===== src/rtl/alu_rs_pkg.sv =====
// Shared types for the ALU reservation station: entry layout, issue bundle and CDB wake helper.
package alu_rs_pkg;

    localparam int unsigned DEPTH_DEF = 4;
    localparam int unsigned TAG_W_DEF = 4;

    typedef logic [TAG_W_DEF-1:0] tag_t;

    typedef struct packed {
        logic       rdy;
        tag_t       tag;
        logic [7:0] val;
    } rs_src_t;

    typedef struct packed {
        logic             valid;
        logic [7:0]       operand;
        logic [7:0]       flags;
        logic [7:0]       wbs;
        tag_t             robid;
        rs_src_t [1:0]    src;
    } rs_entry_t;

    typedef struct packed {
        logic             input_transmit;
        logic [7:0]       operand;
        logic [1:0][7:0]  depvals;
        logic [7:0]       wbs;
        logic [7:0]       flags;
        tag_t             robid;
    } rs_issue_t;

    // A waiting source captures the broadcast value when its producer tag matches.
    function automatic rs_src_t wake_src(input rs_src_t s, input logic bc_valid,
                                         input tag_t bc_id, input logic [7:0] bc_val);
        rs_src_t r;
        r = s;
        if (!s.rdy && bc_valid && (s.tag == bc_id)) begin
            r.rdy = 1'b1;
            r.val = bc_val;
        end
        return r;
    endfunction

endpackage


===== src/rtl/alu_rs_pick.sv =====
// Lowest-index-ready priority selector (rs_pick): index 0 is the oldest entry.
module alu_rs_pick #(
    parameter int unsigned DEPTH = 4,
    parameter int unsigned IDX_W = 2
) (
    input  logic [DEPTH-1:0] ready,
    output logic [DEPTH-1:0] sel_oh,
    output logic [IDX_W-1:0] sel_idx,
    output logic             any_ready
);

    always_comb begin
        sel_oh    = '0;
        sel_idx   = '0;
        any_ready = 1'b0;
        for (int i = DEPTH - 1; i >= 0; i--) begin
            if (ready[i]) begin
                sel_oh    = '0;
                sel_oh[i] = 1'b1;
                sel_idx   = IDX_W'(i);
                any_ready = 1'b1;
            end
        end
    end

endmodule


===== src/rtl/alu_rs.sv =====
// ALU reservation station: collapsing age-ordered queue with CDB wakeup, issuing the oldest
// ready micro-op to the ALU FU. Struct tag widths come from alu_rs_pkg, so TAG_W tracks TAG_W_DEF.
module alu_rs
    import alu_rs_pkg::*;
#(
    parameter int unsigned DEPTH = DEPTH_DEF,
    parameter int unsigned TAG_W = TAG_W_DEF,
    localparam int unsigned OCC_W = $clog2(DEPTH + 1)
) (
    input  logic                   clk,
    input  logic                   rst,
    input  logic                   flush,
    input  logic                   disp_valid,
    output logic                   disp_ready,
    input  logic [7:0]             disp_operand,
    input  logic [7:0]             disp_flags,
    input  logic [7:0]             disp_wbs,
    input  logic [TAG_W-1:0]       disp_robid,
    input  logic [1:0]             disp_dep_rdy,
    input  logic [1:0][TAG_W-1:0]  disp_dep_tag,
    input  logic [1:0][7:0]        disp_dep_val,
    input  logic                   cdb_valid,
    input  logic [TAG_W-1:0]       cdb_id,
    input  logic [7:0]             cdb_val,
    input  logic                   fu_busy,
    output logic                   input_transmit,
    output logic [7:0]             operand,
    output logic [1:0][7:0]        depvals,
    output logic [7:0]             wbs,
    output logic [7:0]             flags,
    output logic [TAG_W-1:0]       robid,
    output logic [OCC_W-1:0]       occupancy
);

    localparam int unsigned IDX_W = $clog2(DEPTH);

    rs_entry_t        entries_q [DEPTH];
    rs_entry_t        entries_d [DEPTH];
    rs_entry_t        woken     [DEPTH];
    rs_entry_t        new_entry;
    rs_entry_t        sel_entry;
    rs_issue_t        issue_q, issue_d;
    logic [OCC_W-1:0] occ_q, occ_d, occ_mid;
    logic [DEPTH-1:0] ready, sel_oh;
    logic [IDX_W-1:0] sel_idx;
    logic             any_ready, do_issue, accept;

    always_comb begin
        for (int i = 0; i < DEPTH; i++) begin
            ready[i] = entries_q[i].valid & entries_q[i].src[0].rdy & entries_q[i].src[1].rdy;
        end
    end

    alu_rs_pick #(
        .DEPTH (DEPTH),
        .IDX_W (IDX_W)
    ) u_pick (
        .ready     (ready),
        .sel_oh    (sel_oh),
        .sel_idx   (sel_idx),
        .any_ready (any_ready)
    );

    assign disp_ready = (occ_q < OCC_W'(DEPTH));

    always_comb begin
        do_issue = any_ready & ~fu_busy;
        accept   = disp_valid & disp_ready;

        new_entry.valid   = 1'b1;
        new_entry.operand = disp_operand;
        new_entry.flags   = disp_flags;
        new_entry.wbs     = disp_wbs;
        new_entry.robid   = disp_robid;
        for (int s = 0; s < 2; s++) begin
            new_entry.src[s].rdy = disp_dep_rdy[s];
            new_entry.src[s].tag = disp_dep_tag[s];
            new_entry.src[s].val = disp_dep_val[s];
            new_entry.src[s]     = wake_src(new_entry.src[s], cdb_valid, cdb_id, cdb_val);
        end

        for (int i = 0; i < DEPTH; i++) begin
            woken[i] = entries_q[i];
            if (entries_q[i].valid) begin
                for (int s = 0; s < 2; s++) begin
                    woken[i].src[s] = wake_src(entries_q[i].src[s], cdb_valid, cdb_id, cdb_val);
                end
            end
        end

        // Collapse over the issued slot first, then append at the post-collapse tail.
        for (int i = 0; i < DEPTH - 1; i++) begin
            if (do_issue && (IDX_W'(i) >= sel_idx)) begin
                entries_d[i] = woken[i + 1];
            end else begin
                entries_d[i] = woken[i];
            end
        end
        entries_d[DEPTH-1] = do_issue ? '0 : woken[DEPTH-1];

        occ_mid = occ_q - OCC_W'(do_issue);
        for (int i = 0; i < DEPTH; i++) begin
            if (accept && (occ_mid == OCC_W'(i))) begin
                entries_d[i] = new_entry;
            end
        end
        occ_d = occ_q + OCC_W'(accept) - OCC_W'(do_issue);

        sel_entry = '0;
        for (int i = 0; i < DEPTH; i++) begin
            if (sel_oh[i]) begin
                sel_entry = entries_q[i];
            end
        end

        issue_d                = issue_q;
        issue_d.input_transmit = do_issue;
        if (do_issue) begin
            issue_d.operand    = sel_entry.operand;
            issue_d.depvals[0] = sel_entry.src[0].val;
            issue_d.depvals[1] = sel_entry.src[1].val;
            issue_d.wbs        = sel_entry.wbs;
            issue_d.flags      = sel_entry.flags;
            issue_d.robid      = sel_entry.robid;
        end
    end

    always_ff @(posedge clk) begin
        if (rst || flush) begin
            for (int i = 0; i < DEPTH; i++) begin
                entries_q[i] <= '0;
            end
            occ_q   <= '0;
            issue_q <= '0;
        end else begin
            entries_q <= entries_d;
            occ_q     <= occ_d;
            issue_q   <= issue_d;
        end
    end

    assign input_transmit = issue_q.input_transmit;
    assign operand        = issue_q.operand;
    assign depvals        = issue_q.depvals;
    assign wbs            = issue_q.wbs;
    assign flags          = issue_q.flags;
    assign robid          = issue_q.robid;
    assign occupancy      = occ_q;

endmodule


===== config.mk =====
export PLATFORM = sky130hd
export DESIGN_NAME = alu_rs
export DESIGN_NICKNAME = d
export VERILOG_FILES = /design/src/rtl/alu_rs_pkg.sv /design/src/rtl/alu_rs_pick.sv /design/src/rtl/alu_rs.sv
export SDC_FILE = /design/constraint.sdc
export NUM_CORES = 1
export LEC_CHECK = 0
export CAP_MARGIN = 10
export CORE_ASPECT_RATIO = 1.75
export CORE_MARGIN = 10
export CORE_UTILIZATION = 51
export CTS_CLUSTER_DIAMETER = 50
export DETAILED_ROUTE_END_ITERATION = 16
export PLACE_DENSITY = 0.79
export SYNTH_ARGS = -nofsm -noshare
export SYNTH_HDL_FRONTEND = slang
export SYNTH_SLANG_ARGS = --single-unit

===== constraint.sdc =====
create_clock -name clk -period 3.39 [get_ports clk]
set_clock_uncertainty 0.2 [all_clocks]
set_input_delay 0.339 -clock clk [delete_from_list [all_inputs] [get_ports clk]]
set_output_delay 0.339 -clock clk [all_outputs]
set_load 0.01 [all_outputs]

; ---- Word-level counts from Yosys, hierarchy flattened
; Cells that the tools add are included.
[totals]
reg_bits = 268
latchBits = 0
ram_bits = 0
rom_bits = 0
wordCells = 179
n_memories = 0
[classes]
add_sub_neg = 3
mul = 0
n_div = 0
magnitude_cmp = 4
eq_ne = 13
n_shift = 0
n_mux = 48
n_bitwise = 11
n_reduce_logical = 48
[op_table]
columns = op, n
row1 = $mux 55, 8
row2 = $mux 54, 4
row3 = $mux 26, 4
row4 = $mux 8, 10
row5 = $eq 4x4->1, 10
row6 = $logic_and 1x1->1, 27
row7 = $mux 4, 4
row8 = $mux 1, 14
row9 = $and 1x1->1, 10
row10 = $logic_not 1->1, 10
row11 = $reduce_bool 3->1, 3
row12 = $mux 2, 4
row13 = $reduce_bool 2->1, 4
row14 = $eq 3x2->1 const B, 2
row15 = $sub 3x1->3, 2
row16 = $ge 1x2->1 const A, 2
row17 = $reduce_and 2->1, 2
row18 = $add 3x1->3, 1
row19 = $eq 3x1->1 const B, 1
row20 = $logic_not 3->1, 1
row21 = $lt 3x3->1 const B, 1
row22 = $ge 2x2->1 const A, 1
row23 = $logic_or 1x1->1, 1
row24 = $not 1->1, 1

; ---- Depth between registers and ports, before layout
; Gate-level depths: netlist (run 1).
[logic_depth]
ltp_word = 12
mapped_depth = 12
ltp_nobuf = 10

; ---- Cells and area by module
; A second synthesis (run 1) with hierarchy kept.
[hier_totals]
hier_cells = 1698
area_unflattened_um2 = 13466.7
[modules_own_cells]
columns = mod, instances, cells_each, area_each_um2, seq_area_each_um2
row1 = alu_rs, 1, 1687, 13405.4, 5365.1
row2 = alu_rs_pick, 1, 11, 61.3, 0.0

; ---- Worst setup path after synthesis (run 1)
; Ideal clock, no wire load.
[synth_path]
path_type = flip-flop to flip-flop
startpoint = register entries_q[135] in the netlist's numbering
endpoint = register entries_q[6] in the netlist's numbering
setup_ps = 115
arrival_time_ps = 2682
t_required_ps = 3075
slack_ps = 393
stages_incl_launch_ff = 12
n_path_buf = 2
cell_sequence = dfxtp_1 -> nand3_1 -> a41o_1 -> inv_2 -> clkbuf_1 -> ha_1 -> or4b_4 -> nor2_2 -> nor2_2 -> buf_2 -> a21boi_1 -> o21a_1
[synth_between]
elab_chain_len = 8
word_cells_on_any_way = 9
classes_between = add/sub: 1 / eq/ne: 1 / mux: 4 / bitwise: 2 / reduce/logical: 1
[synth_rtl]
columns = element, line
row1 = from (decl), alu_rs.sv:37  ; rs_entry_t entries_q [DEPTH];
row2 = from (signal assigned), alu_rs.sv:136  ; entries_q <= entries_d;
row3 = $and 1x1->1 (*), alu_rs.sv:50  ; ready[i] = entries_q[i].valid & entries_q[i].src[0].rdy & entries_q[i].src[1].rdy;
row4 = $mux 1 (*) (2 in series), alu_rs_pick.sv:17  ; if (ready[i]) begin
row5 = $and 1x1->1 (*), alu_rs.sv:67  ; do_issue = any_ready & ~fu_busy;
row6 = named net do_issue, alu_rs.sv:46  ; logic any_ready, do_issue, accept;
row7 = $sub 3x1->3, alu_rs.sv:101  ; occ_mid = occ_q - OCC_W'(do_issue);
row8 = $eq 3x2->1, alu_rs.sv:103  ; if (accept && (occ_mid == OCC_W'(i))) begin
row9 = $logic_and 1x1->1, alu_rs.sv:103
row10 = $mux 55 (*), alu_rs.sv:103
; The timed path passes the listed nets; every way through them passes the cells marked *. The select of a mux whose other input is x is not followed.
; A chain may end at the register's enable or synchronous reset.

; ---- Worst setup path in the final report (run 1)
[layout_path]
startpoint = register entries_q[67] in the netlist's numbering
endpoint = register entries_q[171] in the netlist's numbering
[layout_between]
elab_chain_len = 11
word_cells_on_any_way = 19
classes_between = add/sub: 1 / order compare: 1 / mux: 8 / bitwise: 3 / reduce/logical: 6
[layout_rtl]
columns = element, line
row1 = $and 1x1->1 (*) (2 in series), alu_rs.sv:50
row2 = $mux 1 (3 in series), alu_rs_pick.sv:17
row3 = $and 1x1->1, alu_rs.sv:67
row4 = $sub 3x1->3, alu_rs.sv:101
row5 = $logic_not 3->1, alu_rs.sv:103
row6 = $logic_and 1x1->1, alu_rs.sv:103
row7 = $reduce_bool 3->1 (no line), --
row8 = $reduce_and 2->1 (no line), --
; Mark *: on every way between the ends. The rest lies on a longest branch, timed or not. The select of a mux whose other input is x is not followed.

==> impl_metrics.ini, run 1 <==
[logic_synthesis]
yosysSeqAreaShare_pct = 38.2
yosysUniqueCellTypes = 75
yosys_warnings = 0
syn_inst = 1748
synth_edf_count = 0
synth_top_area_share_pct = 38.2
yosysMostFrequentCell = nand2_1
synth-seq-cells = 268
synth_area_um2 = 14000
syn_nets = 1825
synth_commonest_cells = nand2_1 (279), dfxtp_1 (268), a21oi_1 (157), nor2_1 (142), o21ai_0 (123)
syn_avg_cell_area_um2 = 8.04
synthDominantAreaCellType = dfxtp_1
async_flop_share_pct = 0
synthFlopType = dfxtp_1
synth_area_leaders = dfxtp_1 (38%), nand2_1 (7.5%), a311oi_1 (6.7%)

[setup_path]
setup.worst_path.end_class = flop
crit_arrival_ns = 3.31
start_kind = flop
path_max_fanout = 8
critical_path.startpoint = entries_q[67]$_SDFF_PP0_
ff2ff_path_depth = 9
required_ns = 3.65
ff2ff_setup_slack_ns = 0.35
rr_endpoint = entries_q[171]$_SDFFE_PP0P_
r2r_start = entries_q[67]$_SDFF_PP0_
crit_type = reg -> reg

[pwr]
vdd_drop_max_uv = 390
p_per_area_nw_per_um2 = 421
p_total_uw = 6920
leakagePower_uw = 0.00562

[sta]
period_share_pct = 89.7
period_minus_slack_ns = 3.04
setup_slack_ns = 0.348
worst_pin_slew_ns = 1.13
clock.fmax_ghz = 0.329
maxSlewViolCount = 0
max_slew_margin_pct = 25.0
setup_tns_ns = 0
timing.final.hold_violations = 0
setup_viol = 0
grt_setup_unrepaired = false

[route]
drt-pass1-iter-count = 8
drc = 0
antenna_left = 0
routed.top_layer = met5
dr_wl_met2_um = 24500
vias_per_cell = 6.79
wl_met1_um = 17600
route.met3.wl_um = 4730
wl_per_cell_um = 23.1
wl_um = 50500
drtIter0Drc = 1960
via_count = 14800

[clocking]
tritoncts = yes
cts_setup_buffers = 0
ctsLongestPathBuffers = 3
cts_buffers = 26
cts_max_level = 1
cts_resized = 0
clk-insertion-delay-late_ns = 0.54
clkSinkCount = 268
clk_transition_reported_paths_ns = 0.07
ctsHoldBuffers = 0
cts_root_buf = clkbuf_16

[cells_and_area]
fillers = 2411
postLayoutCoreUtil_pct = 60.4
drive_gt1_share_pct = 8.98
layout.cells.non_filler = 2184
final_nets = 1873
syn_to_final_growth_pct = 17.0
antenna_cells = 0

[global_route]
grt_util_all_layers_pct = 27.5
grt_pass1_vias = 14500
grt_pass1_wl_um = 79000
grt-ovfl-total = 0
antenna_found_initial = 1
grt_max_degree = 148

[placement]
dp_hpwl_um = 32200
place_ws_ns = 0.222
gp_congestion = 0.990
io_buffer_count = 120
dp.cells = 2137

[floorplanning]
core_area_um2 = 27200
num_rows = 80
dieArea_um2 = 34800
die_h_um = 240
num_io_pins = 121
start_util_pct = 51.6
dieWidth_um = 145

[status]
status = completed

[run]
drv_cap = 0

[hold_path]
holdPathEnd = entries_q[28]$_SDFFE_PP0P_
hold_depth = 3
hp-start = disp_robid[2]
hp-class = in -> reg
==> cells in the final DEF (no fill, tap or decap), types with 24 or more instances in the layout <==
cell	Yosys	routed
a21oi_1	157	157
a221o_1	45	45
a311oi_1	108	108
and3_1	34	34
buf_4	9	60
clkbuf_16	0	27
clkdlybuf4s50_1	0	120
dfxtp_1	268	268
mux2i_1	24	24
nand2_1	279	279
nand3_1	64	61
nor2_1	142	141
o211ai_1	27	27
o21ai_0	123	123
o221ai_1	34	34
xor2_1	26	26
==> cells by family after synthesis <==
group	after synthesis	share of synthesized area (%)
AO/OA/AOI/OAI	625	31.1
AND/OR/NAND/NOR	603	19.5
buffers and inverters	177	5.96
multiplexers	32	2.35
adder cells (fa/ha/maj)	5	0.499
XOR/XNOR	38	2.48
flip-flops	268	38.2
==> sequential cells by signal, indices dropped and copies added, names as in the netlist <==
signal          flops
entries_q         220
depvals            16
flags               8
operand             8
wbs                 8
robid               4
occupancy           3
input_transmit      1
==> cell type report <==
type / instances / area, µm² / share of cell area (%)
clock buffers: 33 / 748 / 4.55
clock inverters: 14 / 168 / 1.02
inverters: 13 / 48.8 / 0.297
multi-input cells: 1303 / 7910 / 48.1
flip-flops and latches: 268 / 5370 / 32.6
well taps: 369 / 462 / 2.81
repair buffers: 184 / 1730 / 10.5
==> through the flow <==
step | cell area, µm² | hold slack [ns]
final | 16400 | 0.243
after global routing | 16400 | 0.268
after CTS | 16400 | 0.232
after detailed placement | 15500 | 0.239
after global placement | 15500 | 0.230
after floorplan | 14000 | 0.220
==> per-layer routing <==
metal	vias up	track usage, %
met3	271	4.67
li1	6543	-
met1	7002	30.3
met5	-	0
met2	1004	47.7
met4	2	18.7
==> power breakdown <==
part	switching [µW]	internal (µW)	leakage [µW]	total [µW]
combinational	369	205	0.00300	574
sequential	29.8	3190	0.00217	3220
clock	1330	1800	0.000457	3130
total	1720	5200	0.00562	6920
==> how the worst max path moves through the flow <==
stage | slack (ns) | endpoint | cells after the start
after global placement | 0.35 | entries_q[171]$_SDFFE_PP0P_ | 11
after CTS | 0.45 | entries_q[125]$_SDFF_PP0_ | 10
after global routing | 0.24 | entries_q[33]$_SDFFE_PP0P_ | 10
final | 0.35 | entries_q[171]$_SDFFE_PP0P_ | 9
after detailed placement | 0.22 | entries_q[125]$_SDFF_PP0_ | 10
after floorplan | 0.39 | entries_q[6]$_SDFF_PP0_ | 11
==> critical path: stages (launching register included) <==
cell	delay, ns
dfxtp_1	0.46
nand3_1	0.14
a41o_2	0.29
inv_2	0.09
ha_1	0.30
inv_1	0.19
o211ai_1	0.14
a21oi_1	0.89
nand2_1	0.17
o31ai_2	0.09
Power figures use the tool's default switching activity.
==> inputs of run 2 (changes only) <==
--- a/config.mk
+++ b/config.mk
@@ -7,7 +7,6 @@
 export LEC_CHECK = 0
 export CAP_MARGIN = 10
 export CORE_ASPECT_RATIO = 1.75
-export CORE_MARGIN = 10
 export CORE_UTILIZATION = 51
 export CTS_CLUSTER_DIAMETER = 50
 export DETAILED_ROUTE_END_ITERATION = 16
==> impl_metrics.ini, run 2 (synthesized netlist as in run 1, its figures left out) <==
[status]
status = completed

[global_route]
grt_util_all_layers_pct = 34.8
grt_pass1_wl_um = 77400
antenna_found_initial = 1
grt_pass1_vias = 14600
grt-ovfl-total = 0
grt_max_degree = 128

[sta]
period_minus_slack_ns = 3.05
worst_pin_slew_ns = 1.11
clock.fmax_ghz = 0.328
timing.final.hold_violations = 0
period_share_pct = 89.9
grt_setup_unrepaired = false
max_slew_margin_pct = 26.3
setup_tns_ns = 0
maxSlewViolCount = 0
setup_viol = 0

[cells_and_area]
final_cell_mix = nand2_1 (279), dfxtp_1 (268), a21oi_1 (157)
syn_to_final_growth_pct = 16.6
final_nets = 1871
largest_reg_flops = 220
drive_gt1_share_pct = 8.67
regMostFlops = entries_q
antenna_cells = 0
final_common_cell = nand2_1

[route]
via_count = 14600
drtIter0Drc = 1737
wl_um = 49200
drc = 0
wl_per_cell_um = 22.6
routed.top_layer = met5
wl_met1_um = 17900
drt-pass1-iter-count = 6
route.met3.wl_um = 3800
dr_wl_met2_um = 23900
vias_per_cell = 6.70
antenna_left = 0

[clocking]
clk-insertion-delay-late_ns = 0.55
ctsLongestPathBuffers = 3
cts_resized = 0
tritoncts = yes
ctsHoldBuffers = 0
cts_root_buf = clkbuf_16
clkSinkCount = 268
cts_max_level = 1
cts_setup_buffers = 0
clk_transition_reported_paths_ns = 0.07
cts_buffers = 25

[placement]
io_buffer_count = 120
gp_congestion = 0.956
dp_hpwl_um = 31100

[setup_path]
required_ns = 3.64
ff2ff_path_depth = 9
r2r_start = entries_q[67]$_SDFF_PP0_
crit_type = reg -> reg
crit_arrival_ns = 3.30
ff2ff_setup_slack_ns = 0.34
cp-endpoint = entries_q[171]$_SDFFE_PP0P_
path_max_fanout = 8
rr_endpoint = entries_q[171]$_SDFFE_PP0P_
setup.worst_path.end_class = flop
critical_path.startpoint = entries_q[67]$_SDFF_PP0_
start_kind = flop

[run]
drv_cap = 0

[floorplanning]
core_area_um2 = 27100
dieWidth_um = 127
num_rows = 80
dieArea_um2 = 28200
die_h_um = 222
start_util_pct = 51.8
num_io_pins = 121

[pwr]
leakagePower_uw = 0.00558
p_per_area_nw_per_um2 = 409
p_total_uw = 6700
vdd_drop_max_uv = 370

[hold_path]
hp-class = in -> reg
-- run 2: cell count changes in the layout (fill, tap and decap cells not counted), moves of 2 or more --
| cell | before | now |
|---|---|---|
| clkbuf_1 | 1 | 4 |
| buf_12 | 4 | 8 |
| clkinv_4 | 4 | 0 |
| clkinvlp_4 | 0 | 2 |
| buf_4 | 60 | 55 |
| clkbuf_16 | 27 | 25 |
-- run 2: layout make-up --
type | count | area [µm²]
fill | 2369 | 10800
clock buffer | 33 | 696
tap | 369 | 462
sequential | 268 | 5370
clock inverter | 11 | 118
inverter | 13 | 48.8
multi-input combinational | 1303 | 7910
timing repair buffer | 183 | 1770
-- run 2: how the worst min path moves through the flow --
| stage | cells past startpoint | endpoint | slack, ns | from |
|---|---|---|---|---|
| final | 3 | entries_q[40]$_SDFFE_PP0P_ | 0.25 | disp_flags[2] |
| after global routing | 3 | entries_q[36]$_SDFFE_PP0P_ | 0.27 | disp_wbs[6] |
| after CTS | 3 | entries_q[39]$_SDFFE_PP0P_ | 0.23 | disp_flags[1] |
| after detailed placement | 2 | entries_q[170]$_SDFFE_PP0P_ | 0.24 | entries_q[170]$_SDFFE_PP0P_ |
| after global placement | 2 | entries_q[166]$_SDFFE_PP0P_ | 0.23 | entries_q[166]$_SDFFE_PP0P_ |
| after floorplan | 2 | entries_q[165]$_SDFFE_PP0P_ | 0.22 | entries_q[165]$_SDFFE_PP0P_ |
-- run 2: critical path, cell delays in order, from the launching register on --
cell	delay [ns]
dfxtp_1	0.45
nand3_1	0.16
a41o_2	0.28
inv_2	0.08
ha_1	0.30
inv_1	0.19
o211ai_1	0.15
a21oi_1	0.88
nand2_1	0.15
o31ai_2	0.09
-- run 2: per-stage QoR --
stage / util, % / std cells / area [µm²] / hold slack [ns] / worst slack [ns]
after floorplan: - / 1748 / 14000 / 0.220 / 0.393
after global placement: 57.4 / 2136 / 15600 / 0.232 / 0.373
after detailed placement: 57.4 / 2136 / 15600 / 0.236 / 0.305
after CTS: 60.4 / 2180 / 16400 / 0.233 / 0.470
after global routing: 60.4 / 2180 / 16400 / 0.275 / 0.309
final: 60.4 / 2180 / 16400 / 0.248 / 0.343
-- run 2: layer usage --
| layer | vias to the layer above | track usage (%) |
|---|---|---|
| li1 | 6540 | - |
| met1 | 6985 | 39.9 |
| met2 | 810 | 59.1 |
| met3 | 263 | 3.74 |
| met4 | 2 | 25.9 |
| met5 | - | 0 |
-- run 2: power by group --
group / switching (µW) / internal (µW) / leakage (µW)
Sequential: 30.0 / 3190 / 0.00217
Combinational: 371 / 209 / 0.00301
Clock: 1300 / 1600 / 0.000399
==> inputs of run 3 (changes only) <==
==> constraint.sdc (replaced) <==
create_clock -name clk -period 3.34 [get_ports clk]
set_clock_uncertainty 0.2 [all_clocks]
set_input_delay 0.334 -clock clk [delete_from_list [all_inputs] [get_ports clk]]
set_output_delay 0.334 -clock clk [all_outputs]
set_load 0.01 [all_outputs]
==> impl_metrics.ini, run 3 (synthesized netlist as in run 1, its figures left out) <==
[status]
status = completed

[floorplanning]
die_h_um = 222
dieWidth_um = 127
num_io_pins = 121
dieArea_um2 = 28200
num_rows = 80
core_area_um2 = 27100
start_util_pct = 51.8

[global_route]
grt-ovfl-total = 0
grt_util_all_layers_pct = 36.2
grt_max_degree = 85
grt_pass1_wl_um = 80400
grt_pass1_vias = 14800
antenna_found_initial = 2

[cells_and_area]
postLayoutCoreUtil_pct = 61.1
final_nets = 1879
largest_reg_flops = 220
regMostFlops = entries_q
final_common_cell = nand2_1
fillers = 2400
finalInstanceArea_um2 = 16600
final_cell_mix = nand2_1 (279), dfxtp_1 (268), a21oi_1 (157)
drive_gt1_share_pct = 9.18
syn_to_final_growth_pct = 17.9

[placement]
place_ws_ns = 0.192
gp_congestion = 0.966
dp_hpwl_um = 31600
io_buffer_count = 120
placed_area_um2 = 15600

[clocking]
clk-insertion-delay-late_ns = 0.55
cts_setup_buffers = 0
clk_transition_reported_paths_ns = 0.07
cts_resized = 0
tritoncts = yes
ctsHoldBuffers = 0
ctsLongestPathBuffers = 3
cts_root_buf = clkbuf_16
clkSinkCount = 268
cts_buffers = 26
cts_max_level = 1

[sta]
period_minus_slack_ns = 3.16
maxSlewViolCount = 0
clock.fmax_ghz = 0.316
worst_pin_slew_ns = 1.03
period_share_pct = 94.7
setup_tns_ns = 0
grt_setup_unrepaired = false
setup_slack_ns = 0.177
max_slew_margin_pct = 31.3
setup_viol = 0
timing.final.hold_violations = 0

[setup_path]
crit_type = reg -> reg
setup.worst_path.end_class = flop
path_max_fanout = 8
required_ns = 3.59
crit_arrival_ns = 3.41
start_kind = flop

[route]
wl_um = 51300
antenna_left = 0
drc = 0
wl_per_cell_um = 23.4
drt-pass1-iter-count = 5
drtIter0Drc = 1717
via_count = 14900
vias_per_cell = 6.81

[pwr]
vdd_drop_max_uv = 361
p_clk_share_pct = 46.1
power_switching_uw = 1750
internal_power_uw = 5430
p_seq_share_pct = 45.6
pwr-share-comb_pct = 8.3
leakagePower_uw = 0.00569
swShare_pct = 24.3
p_per_area_nw_per_um2 = 433

[hold_path]
hp-class = in -> reg

[run]
drv_cap = 0
==> run 3: cell count changes in the layout (fill, tap and decap cells not counted), moves of 2 or more <==
| cell | before | now |
|---|---|---|
| buf_4 | 55 | 62 |
| clkinv_2 | 5 | 3 |
| diode_2 | 0 | 2 |
| bufinv_16 | 2 | 5 |
| clkinvlp_4 | 2 | 0 |
| clkbuf_8 | 4 | 7 |
==> run 3: power by group through the flow <==
stage	registers, µW	logic, µW	clock network [µW]
2_1_floorplan	3330	312	0
6_report	3270	597	3310
4_1_cts	3270	576	3310
3_5_place_dp	3340	573	0
3_3_place_gp	3340	564	0
5_1_grt	3270	627	3440
==> run 3: worst paths after layout <==
path	from	endpoint	slack (ns)	cells after the start
worst max-delay path	entries_q[67]$_SDFF_PP0_	entries_q[171]$_SDFFE_PP0P_	0.18	10
worst min-delay path	disp_wbs[4]	entries_q[34]$_SDFFE_PP0P_	0.24	3
worst max register to register	entries_q[67]$_SDFF_PP0_	entries_q[171]$_SDFFE_PP0P_	0.18	10
worst min register to register	entries_q[167]$_SDFFE_PP0P_	entries_q[167]$_SDFFE_PP0P_	0.26	2
==> run 3: layout make-up <==
class	count	area, µm²	area share (%)
clock buffer	36	758	4.58
timing repair buffer	190	1830	11.0
inverter	13	48.8	0.295
sequential	268	5370	32.4
antenna	2	5.00	0.0302
clock inverter	10	190	1.15
multi-input combinational	1303	7910	47.8
tap	369	462	2.79
==> run 3: stage by stage <==
| step | hold WS, ns | instances | total power [µW] |
|---|---|---|---|
| floorplan | 0.220 | 1748 | 3650 |
| global placement | 0.234 | 2143 | 3900 |
| detailed placement | 0.243 | 2143 | 3910 |
| CTS | 0.236 | 2189 | 7160 |
| global route | 0.251 | 2190 | 7340 |
| finish | 0.241 | 2191 | 7180 |
==> run 3: worst max-delay path: stages, from the launching register on <==
cell and delay [ns]:
dfxtp_1 0.52, nand3_1 0.15, a41o_2 0.28, inv_2 0.08, ha_1 0.15, ha_1 0.31, nand4bb_1 0.18, o211ai_1 0.11
a21oi_1 0.81, nand2_1 0.15, o31ai_2 0.11
==> run 3: routing by layer <==
layer / routed length (µm) / vias to the layer above / GRT usage, %
met2: 24100 / 974 / 59.1
met5: 0 / - / 0
met3: 4700 / 296 / 6.88
met4: 4260 / 0 / 29.8
met1: 18300 / 7105 / 40.7
li1: - / 6552 / -
